**src/rtl/rr_lock_arbiter_pkg.sv**
```systemverilog
// Shared arbitration types: FSM state encoding used by the lock arbiter.
package rr_lock_arbiter_pkg;

  typedef enum logic {
    IDLE = 1'b0,
    HOLD = 1'b1
  } arb_state_e;

endpackage

```
**src/rtl/rr_lock_arbiter_if.sv**
```systemverilog
// Request/grant bundle between requesters, the arbiter and the downstream sink.
interface rr_lock_arbiter_if #(
  parameter int NUM_REQUESTERS = 4
);
  logic [NUM_REQUESTERS-1:0] request;
  logic [NUM_REQUESTERS-1:0] request_last;
  logic                      grant_ready;
  logic [NUM_REQUESTERS-1:0] grant_oh;
  logic                      grant_valid;

  modport master (
    input  request, request_last, grant_ready,
    output grant_oh, grant_valid
  );

  modport slave (
    output request, request_last, grant_ready,
    input  grant_oh, grant_valid
  );
endinterface

```
**src/rtl/rr_lock_arbiter_rr_pick.sv**
```systemverilog
// Combinational round-robin pick: first requester after ptr_i, wrapping, as one-hot.
module rr_pick #(
  parameter int NUM_REQUESTERS = 4
) (
  input  logic [NUM_REQUESTERS-1:0]         request_i,
  input  logic [$clog2(NUM_REQUESTERS)-1:0] ptr_i,
  output logic [NUM_REQUESTERS-1:0]         pick_oh_o
);
  localparam int PTR_W = $clog2(NUM_REQUESTERS);

  int   idx;
  logic found;

  always_comb begin
    // NOTE: every output of this block gets a default first, so no path can infer a latch.
    pick_oh_o = '0;
    found     = 1'b0;
    idx       = 0;
    for (int k = 1; k <= NUM_REQUESTERS; k++) begin
      idx = (int'(ptr_i) + k) % NUM_REQUESTERS;
      if (!found && request_i[PTR_W'(idx)]) begin
        pick_oh_o[PTR_W'(idx)] = 1'b1;
        found                  = 1'b1;
      end
    end
  end

endmodule

```
**src/rtl/rr_lock_arbiter.sv**
```systemverilog
// Round-robin arbiter with packet locking, beat-limited hold and same-cycle re-arbitration.
module rr_lock_arbiter
  import rr_lock_arbiter_pkg::*;
#(
  parameter int NUM_REQUESTERS = 4,
  parameter int LOCKING        = 1,
  parameter int MAX_LOCK_BEATS = 16
) (
  input  logic                clk,
  input  logic                reset,
  rr_lock_arbiter_if.master   bus
);
  localparam int PTR_W  = $clog2(NUM_REQUESTERS);
  localparam int BEAT_W = $clog2(MAX_LOCK_BEATS + 1);

  arb_state_e                state_q;
  logic [NUM_REQUESTERS-1:0] grant_oh_q;
  logic                      grant_valid_q;
  logic [BEAT_W-1:0]         beat_q;
  logic [PTR_W-1:0]          ptr_q;

  logic [PTR_W-1:0]          gidx;
  logic [PTR_W-1:0]          arb_ptr;
  logic [NUM_REQUESTERS-1:0] pick_oh;
  logic                      transfer;
  logic                      last_beat;
  logic                      release_grant;

  always_comb begin
    gidx = '0;
    for (int i = 0; i < NUM_REQUESTERS; i++) begin
      if (grant_oh_q[i]) gidx = PTR_W'(i);
    end
  end

  assign transfer      = grant_valid_q & bus.grant_ready;
  assign last_beat     = (beat_q == BEAT_W'(MAX_LOCK_BEATS - 1));
  assign release_grant = transfer && ((LOCKING == 0) || bus.request_last[gidx] || last_beat);
  // Re-arbitrate from the releasing index so the releaser drops to lowest priority this cycle.
  assign arb_ptr       = release_grant ? gidx : ptr_q;

  rr_pick #(
    .NUM_REQUESTERS (NUM_REQUESTERS)
  ) u_pick (
    .request_i (bus.request),
    .ptr_i     (arb_ptr),
    .pick_oh_o (pick_oh)
  );

  // NOTE: sequential state uses non-blocking assignments so every flop samples pre-edge values.
  always_ff @(posedge clk or negedge reset) begin
    if (!reset) begin
      state_q       <= IDLE;
      grant_oh_q    <= '0;
      grant_valid_q <= 1'b0;
      beat_q        <= '0;
      ptr_q         <= PTR_W'(NUM_REQUESTERS - 1);
    end else begin
      case (state_q)
        IDLE: begin
          if (|bus.request) begin
            grant_oh_q    <= pick_oh;
            grant_valid_q <= 1'b1;
            state_q       <= HOLD;
          end
        end
        HOLD: begin
          if (release_grant) begin
            ptr_q         <= gidx;
            beat_q        <= '0;
            grant_oh_q    <= pick_oh;
            grant_valid_q <= |bus.request;
            state_q       <= (|bus.request) ? HOLD : IDLE;
          end else if (transfer) begin
            beat_q <= beat_q + 1'b1;
          end else if (!bus.request[gidx]) begin
            // Requester abandoned its grant without finishing: recover, pointer untouched.
            grant_oh_q    <= '0;
            grant_valid_q <= 1'b0;
            beat_q        <= '0;
            state_q       <= IDLE;
          end
        end
        default: state_q <= IDLE;
      endcase
    end
  end

  assign bus.grant_oh    = grant_oh_q;
  assign bus.grant_valid = grant_valid_q;

endmodule

```
**src/flat_wrapper.sv**
```systemverilog
// flat-port wrapper written by rule: the top's interface ports become plain ports
module rr_lock_arbiter_flat import rr_lock_arbiter_pkg::*;
#(
  parameter int NUM_REQUESTERS = 4,
  parameter int LOCKING        = 1,
  parameter int MAX_LOCK_BEATS = 16
)
  (clk, reset, bus_request, bus_request_last, bus_grant_ready, bus_grant_oh, bus_grant_valid);
  rr_lock_arbiter_if #(.NUM_REQUESTERS(NUM_REQUESTERS)) bus_i ();
  input  logic clk;
  input  logic reset;
  input wire logic [$bits(bus_i.request)-1:0] bus_request;
  input wire logic [$bits(bus_i.request_last)-1:0] bus_request_last;
  input wire logic [$bits(bus_i.grant_ready)-1:0] bus_grant_ready;
  output wire logic [$bits(bus_i.grant_oh)-1:0] bus_grant_oh;
  output wire logic [$bits(bus_i.grant_valid)-1:0] bus_grant_valid;
  assign bus_i.request = bus_request;
  assign bus_i.request_last = bus_request_last;
  assign bus_i.grant_ready = bus_grant_ready;
  assign bus_grant_oh = bus_i.grant_oh;
  assign bus_grant_valid = bus_i.grant_valid;
  rr_lock_arbiter #(.NUM_REQUESTERS(NUM_REQUESTERS), .LOCKING(LOCKING), .MAX_LOCK_BEATS(MAX_LOCK_BEATS)) u_core (.clk(clk), .reset(reset), .bus(bus_i));
endmodule
```
**config.mk**
```make
export PLATFORM = sky130hd
export DESIGN_NAME = rr_lock_arbiter_flat
export DESIGN_NICKNAME = d
export VERILOG_FILES = /design/src/rtl/rr_lock_arbiter_pkg.sv /design/src/rtl/rr_lock_arbiter_if.sv /design/src/rtl/rr_lock_arbiter_rr_pick.sv /design/src/rtl/rr_lock_arbiter.sv /design/src/flat_wrapper.sv
export SDC_FILE = /design/constraint.sdc
export NUM_CORES = 1
export LEC_CHECK = 0
export CORE_MARGIN = 8
export CORE_UTILIZATION = 35
export CTS_BUF_LIST = sky130_fd_sc_hd__clkbuf_16
export DETAILED_ROUTE_END_ITERATION = 16
export PLACE_DENSITY = 0.56
export SKIP_CTS_REPAIR_TIMING = 1
export SYNTH_ARGS = -nofsm -noshare
export SYNTH_HDL_FRONTEND = slang
export SYNTH_SLANG_ARGS = --single-unit
```
**constraint.sdc**
```tcl
create_clock -name clk -period 6.1 [get_ports clk]
set_clock_uncertainty 0.2 [all_clocks]
set_input_delay 1.525 -clock clk [delete_from_list [all_inputs] [get_ports clk]]
set_output_delay 1.525 -clock clk [all_outputs]
set_load 0.005 [all_outputs]
```
==> results.json, run 1 <==
{
  "outcome": "finished, final reports clean",
  "total_vias_in_the_final_route": 1274,
  "cap_violations": 0,
  "ctsRootBufferMaster": "clkbuf_16",
  "cts.reportedPaths.clkPinSlew_ns": 0.04,
  "io-pin-count": 16,
  "route.final.wire_length_um": 3450,
  "worstHoldPathCells": 2,
  "power_leakage_nw": 0.645,
  "numPortBuffers": 15,
  "grt_first_pass_wirelength_um": 5640,
  "r2r_path_start": "u_core.beat_q[0]",
  "cts.htree.levels": 1,
  "synth-main-ff-cell": "dfrtp_1",
  "cp_max_fo": 12,
  "clk_latency_ns": 0.24,
  "worstSetupStartpointType": "primary input",
  "reg2regPathDepth": 13,
  "design.final.nets": 195,
  "hold_violations": 0,
  "postSynthCellCount": 163,
  "globalplace.congestion": 0.920,
  "post-route-period-util_pct": 77.2,
  "worstPathRequired_ns": 6.01,
  "critical_path.startpoint": "bus_request_last[1]",
  "number_of_design_rule_violations_left_by_the_first_detailed_router_iteration": 85,
  "ys_types": 50,
  "grt_use_total_pct": 11.0,
  "worstPathArrival_ns": 4.61,
  "drt_first_pass_iters": 4,
  "worst_ir_drop_vdd_mv": 0.128,
  "timing.final.setup_violations": 0,
  "clock_sinks": 13,
  "die_x_um": 78.3,
  "critical_path_class": "primary input to register",
  "area_growth_syn_to_layout_pct": 18.0,
  "synth_fp_nets": 184,
  "post_route_cells_drive_above_1_share_pct": 9.25,
  "worst_slew_margin_rel_pct": 59.8,
  "hold-worst-slack_ns": 0.271,
  "synth_enable_flop_cells": 0,
  "async_reset_ff_share_pct": 100,
  "grt_pass1_vias": 1181,
  "cts_tree": "yes",
  "postRouteAntennaNets": 0,
  "floorplan.rows": 22,
  "fin_crit_ns": 4.71,
  "floorplan.core_area_mm2": 0.00369,
  "setup-tns-final_ns": 0,
  "synthesis.area_per_instance_um2": 8.34,
  "slew_viol_final": 0,
  "postLayoutCoreUtil_pct": 43.5,
  "worst_slew_pin_tran_ns": 0.601,
  "layout.cell_area.non_filler_mm2": 0.00161,
  "seq_area_frac_synth_pct": 24.1,
  "cts_made_buffers": 3,
  "fp.dieH_um": 78.3,
  "mappedNetlistArea_mm2": 0.00136,
  "power.density_mw_per_mm2": 365,
  "floorplan.initialDensity_pct": 36.9,
  "grt_setup_unrepaired": "no",
  "synth_seq_cells": 13,
  "floorplan.die_area_mm2": 0.00614,
  "residual_drc": 0,
  "synth_warn": 0,
  "holdCritStartpoint": "u_core.beat_q[4]",
  "timing.hold.worst.class": "register to register",
  "grt.overflow.total": 0,
  "rrSetupSlack_ns": 2.15,
  "maxClockFrequency_mhz": 212,
  "vias_per_cell": 5.76,
  "detail_route.wl_per_cell_um": 15.6,
  "dpl_cell_area_mm2": 0.00153,
  "endpoint_kind": "register",
  "antenna_cells_inserted": 0,
  "antenna_found_initial": 0,
  "detailedPlacementHpwl_um": 2690,
  "ctsLongestPathBuffers": 2,
  "pin_count_of_the_biggest_net_entering_global_routing": 14
}
per-stage QoR:
| step | std cells | total power [W] | setup WS, ns |
|---|---|---|---|
| global placement | 217 | 0.000465 | 1.25 |
| global route | 221 | 0.000629 | 1.21 |
| finish | 221 | 0.000586 | 1.39 |
| CTS | 221 | 0.000589 | 1.40 |
| detailed placement | 217 | 0.000467 | 1.16 |
| floorplan | 163 | 0.000385 | 2.07 |
final timing paths:
| check | to |
|---|---|
| hold reg to reg | u_core.beat_q[4] |
| min in group asynchronous | u_core.bus.grant_oh[3] |
| hold / removal | u_core.beat_q[4] |
| setup reg to reg | u_core.bus.grant_oh[3] |
| setup / recovery | u_core.bus.grant_oh[3] |
| max in group asynchronous | u_core.bus.grant_valid |
layout make-up:
type	instances	area [um^2]
clock buffer	3	75.1
clock inverter	1	3.75
fill	367	2080
inverter	4	15.0
multi-input combinational	136	966
sequential	13	328
tap	48	60.1
timing repair buffer	16	158
worst max-delay path, cell delays in order:
cell and delay [ns]:
clkdlybuf4s50_1 0.45, mux2i_1 0.08, o311a_1 0.48, or3_1 0.55, nand2_4 0.19, ha_1 0.36, nand2b_1 0.23, a211oi_4 0.32
nor2_2 0.10, a32oi_1 0.22, o211ai_1 0.10
flip-flops by register name, indices dropped and copies added (netlist names):
signal / count
u_core.beat_q: 5
u_core.bus.grant_oh: 4
u_core.ptr_q: 2
u_core.bus.grant_valid: 1
u_core.state_q: 1
layer usage:
layer,vias up,part of all wire (%),GRT usage (%)
met2,32,48,18.6
met1,604,46,13.9
met3,4,5.4,2.39
met4,0,0.55,2.78
met5,-,0,0
li1,634,-,-
cells by family (layout without fill, tap and decap cells):
group,after synthesis,after routing,share of synthesized area (%)
AOI/OAI and AO/OA,53,53,29.7
and+or+nand+nor,67,67,27.1
muxes,6,6,4.97
adders and majority gates,10,10,9.20
buffers and inverters,14,24,4.88
DFF,13,13,24.1
Yosys cell counts (2+ instances only):
library cell / number / area share [%]
clkbuf_1: 6 / 1.7
and2_1: 4 / 1.8
nor2b_1: 3 / 1.4
a41oi_1: 2 / 1.3
and3_1: 3 / 1.4
nor3_1: 2 / 0.74
nand2_1: 18 / 5.0
nand3_1: 9 / 3.3
a31oi_1: 4 / 1.8
mux2i_1: 2 / 1.5
o211ai_1: 4 / 2.2
a211oi_1: 2 / 1.1
or3_1: 2 / 0.92
o21ai_0: 8 / 2.9
nand4_1: 6 / 2.8
o211a_1: 2 / 1.5
a211o_1: 2 / 1.3
nand2b_1: 6 / 2.8
mux2_2: 3 / 2.5
o21a_1: 2 / 1.1
dfstp_2: 2 / 3.9
o21ai_1: 4 / 1.5
a21boi_1: 2 / 1.1
buf_2: 2 / 0.74
nor2_1: 6 / 1.7
inv_1: 4 / 1.1
a32oi_1: 4 / 2.6
nand3b_1: 2 / 1.1
a21o_1: 2 / 1.1
ha_1: 10 / 9.2
a21oi_1: 6 / 2.2
dfrtp_1: 11 / 20
power breakdown:
group          internal (W)  total [W]  switching (W)
Clock             0.0000861   0.000118      0.0000323
Combinational      0.000131   0.000323       0.000192
Sequential         0.000110   0.000144      0.0000341
cell usage in the layout (no fill, tap or decap), drive strengths merged, types with 3 or more instances in the layout:
master	n
nand2	19
clkdlybuf4s50	15
o21ai	13
dfrtp	11
ha	10
nand3	9
nor2	7
a21oi	6
nand2b	6
nand4	6
inv	5
and2	4
a31oi	4
a32oi	4
o211ai	4
and3	3
nor2b	3
mux2	3
clkbuf	3
mux2i	3
a211oi	3
nor3	3
a21boi	3
(Power assumes the default switching activity.)
==> inputs of run 2 (changes only) <==
clock period = 4.5 ns   (was 6.1 ns; I/O delays follow)
==> results.json, run 2 (synthesis gave the netlist of run 1 again) <==
{
  "grt.overflow.total": 0,
  "worst_slew_pin_tran_ns": 0.579,
  "antenna_found_initial": 0,
  "pin_count_of_the_biggest_net_entering_global_routing": 14,
  "number_of_design_rule_violations_left_by_the_first_detailed_router_iteration": 125,
  "grt.met1_usage_pct": 15.8,
  "detailedPlacementHpwl_um": 2800,
  "vias_per_cell": 5.85,
  "top_register": "u_core.beat_q",
  "post-route-period-util_pct": 87.5,
  "power_leakage_nw": 0.665,
  "floorplan.die_area_mm2": 0.00614,
  "cellInternalPower_w": 0.000464,
  "layout.area.seq_um2": 328,
  "area_taken_by_multi_input_logic_gates_um2": 966,
  "worst_slew_margin_rel_pct": 61.3,
  "grt_setup_unrepaired": "no",
  "cts.reportedPaths.clkPinSlew_ns": 0.04,
  "drt_first_pass_iters": 4,
  "final_cell_mix": "nand2_1, clkdlybuf4s50_1, dfrtp_1",
  "power.sequential.fraction_pct": 23.7,
  "postRouteAntennaNets": 0,
  "io-pin-count": 16,
  "timing.hold.worst.class": "register to register",
  "design.final.nets": 199,
  "globalRoute.busiestLayer": "met2",
  "area_growth_syn_to_layout_pct": 20.2,
  "swShare_pct": 43.5,
  "clk_latency_ns": 0.24,
  "cp_slowest_stage_delay_ns": 0.50,
  "reg2regPathDepth": 14,
  "cp_max_fo": 7,
  "grt_first_pass_wirelength_um": 6180,
  "detail_route.wl_per_cell_um": 15.6,
  "worst_ir_drop_vdd_mv": 0.160,
  "cts.htree.levels": 1,
  "layout.cells.most_common": "nand2_1",
  "clock_sinks": 13,
  "globalplace.congestion": 0.925,
  "residual_drc": 0,
  "crit_chain": "clkdlybuf4s50_1 -> mux2i_1 -> o311a_1 -> or3_1 -> nand2_4 -> ha_1 -> nand2b_1 -> a211oi_4 -> nor2_2 -> a32oi_1 -> o211ai_1",
  "grt_use_total_pct": 12.2,
  "floorplan.initialDensity_pct": 36.9,
  "r2r_path_start": "u_core.beat_q[0]",
  "worstPathArrival_ns": 3.84,
  "cp_slowest_cell": "or3_1",
  "endpoint_kind": "register",
  "pwr-share-clk_pct": 19.7,
  "slew_viol_final": 0,
  "worstSetupStartpointType": "primary input",
  "ctsRootBufferMaster": "clkbuf_16",
  "grtUsageMet3_pct": 2.51,
  "grt_util_met2_pct": 20.6,
  "pwr-share-comb_pct": 56.6,
  "largest_register_ff_count": 5,
  "ctsLongestPathBuffers": 2,
  "total_vias_in_the_final_route": 1317,
  "outcome": "finished, final reports clean",
  "hold-path-endpoint": "u_core.beat_q[4]",
  "post_layout_nonfiller_instances": 225,
  "numPortBuffers": 15,
  "placed_cells_incl_taps": 221,
  "route.final.wire_length_um": 3520,
  "cap_violations": 0,
  "cts_tree": "yes",
  "die_x_um": 78.3,
  "worstHoldPathCells": 2,
  "antenna_cells_inserted": 0,
  "timing.final.setup_violations": 0,
  "fp.dieH_um": 78.3,
  "power_switching_w": 0.000358,
  "cts_made_buffers": 3,
  "floorplan.rows": 22,
  "floorplan.core_area_mm2": 0.00369,
  "hold_violations": 0,
  "critical_path_class": "primary input to register",
  "critical_path.startpoint": "bus_request_last[0]",
  "post_route_cells_drive_above_1_share_pct": 11.3,
  "setup-tns-final_ns": 0,
  "grt_pass1_vias": 1314,
  "holdCritStartpoint": "u_core.beat_q[4]",
  "maxClockFrequency_mhz": 254,
  "worstPathRequired_ns": 4.41,
  "num-fill-cells": 379,
  "rrSetupSlack_ns": 1.03,
  "power.density_mw_per_mm2": 503,
  "reg2reg_to": "u_core.bus.grant_oh[3]",
  "fin_crit_ns": 3.94
}
[run 2: cell count changes in the layout (fill, tap and decap cells not counted)]
cell / previous run / this run
buf_4: 1 / 5
[run 2: power by group through the flow]
stage / clock network (W) / registers [W] / logic [W]
after CTS: 0.000165 / 0.000195 / 0.000465
after detailed placement: 0 / 0.000196 / 0.000460
final: 0.000162 / 0.000195 / 0.000465
after global routing: 0.000170 / 0.000202 / 0.000515
after global placement: 0 / 0.000195 / 0.000457
after floorplan: 0 / 0.000177 / 0.000346
[run 2: how the worst max path moves through the flow]
stage,endpoint,cells after the start
global placement,u_core.bus.grant_oh[3],11
floorplan,u_core.bus.grant_oh[3],12
global route,u_core.bus.grant_oh[3],13
finish,u_core.bus.grant_oh[3],11
CTS,u_core.bus.grant_oh[3],11
detailed placement,u_core.bus.grant_oh[3],11
[run 2: layout make-up]
| cell class | instances | area share [%] |
|---|---|---|
| Multi-Input combinational cell | 136 | 59.1 |
| Inverter | 4 | 0.918 |
| Clock inverter | 1 | 0.230 |
| Tap cell | 48 | 3.67 |
| Clock buffer | 3 | 4.59 |
| Timing Repair Buffer | 20 | 11.5 |
| Sequential cell | 13 | 20.0 |
[run 2: stage by stage]
stage | setup WS [ns] | hold slack (ns) | instance area (um^2) | total power (W) | utilization [%]
floorplan | 0.868 | 0.249 | 1360 | 0.000522 | -
global placement | 0.394 | 0.260 | 1560 | 0.000652 | 42.2
detailed placement | 0.343 | 0.267 | 1560 | 0.000656 | 42.2
CTS | 0.583 | 0.277 | 1640 | 0.000824 | 44.3
global route | 0.433 | 0.334 | 1640 | 0.000887 | 44.3
finish | 0.564 | 0.269 | 1640 | 0.000822 | 44.3
[run 2: worst max-delay path, delay by kind of cell]
kind | cells | cell delay, ns
buf+inv | 1 | 0.46
fa+ha+maj | 1 | 0.29
compound gates | 4 | 0.96
mux | 1 | 0.08
simple gates | 4 | 0.93
[run 2: metal layers]
layer / up-vias / wire [um]
met3: 6 / 130
met1: 644 / 1680
met5: - / 0
met2: 27 / 1680
li1: 640 / -
met4: 0 / 27
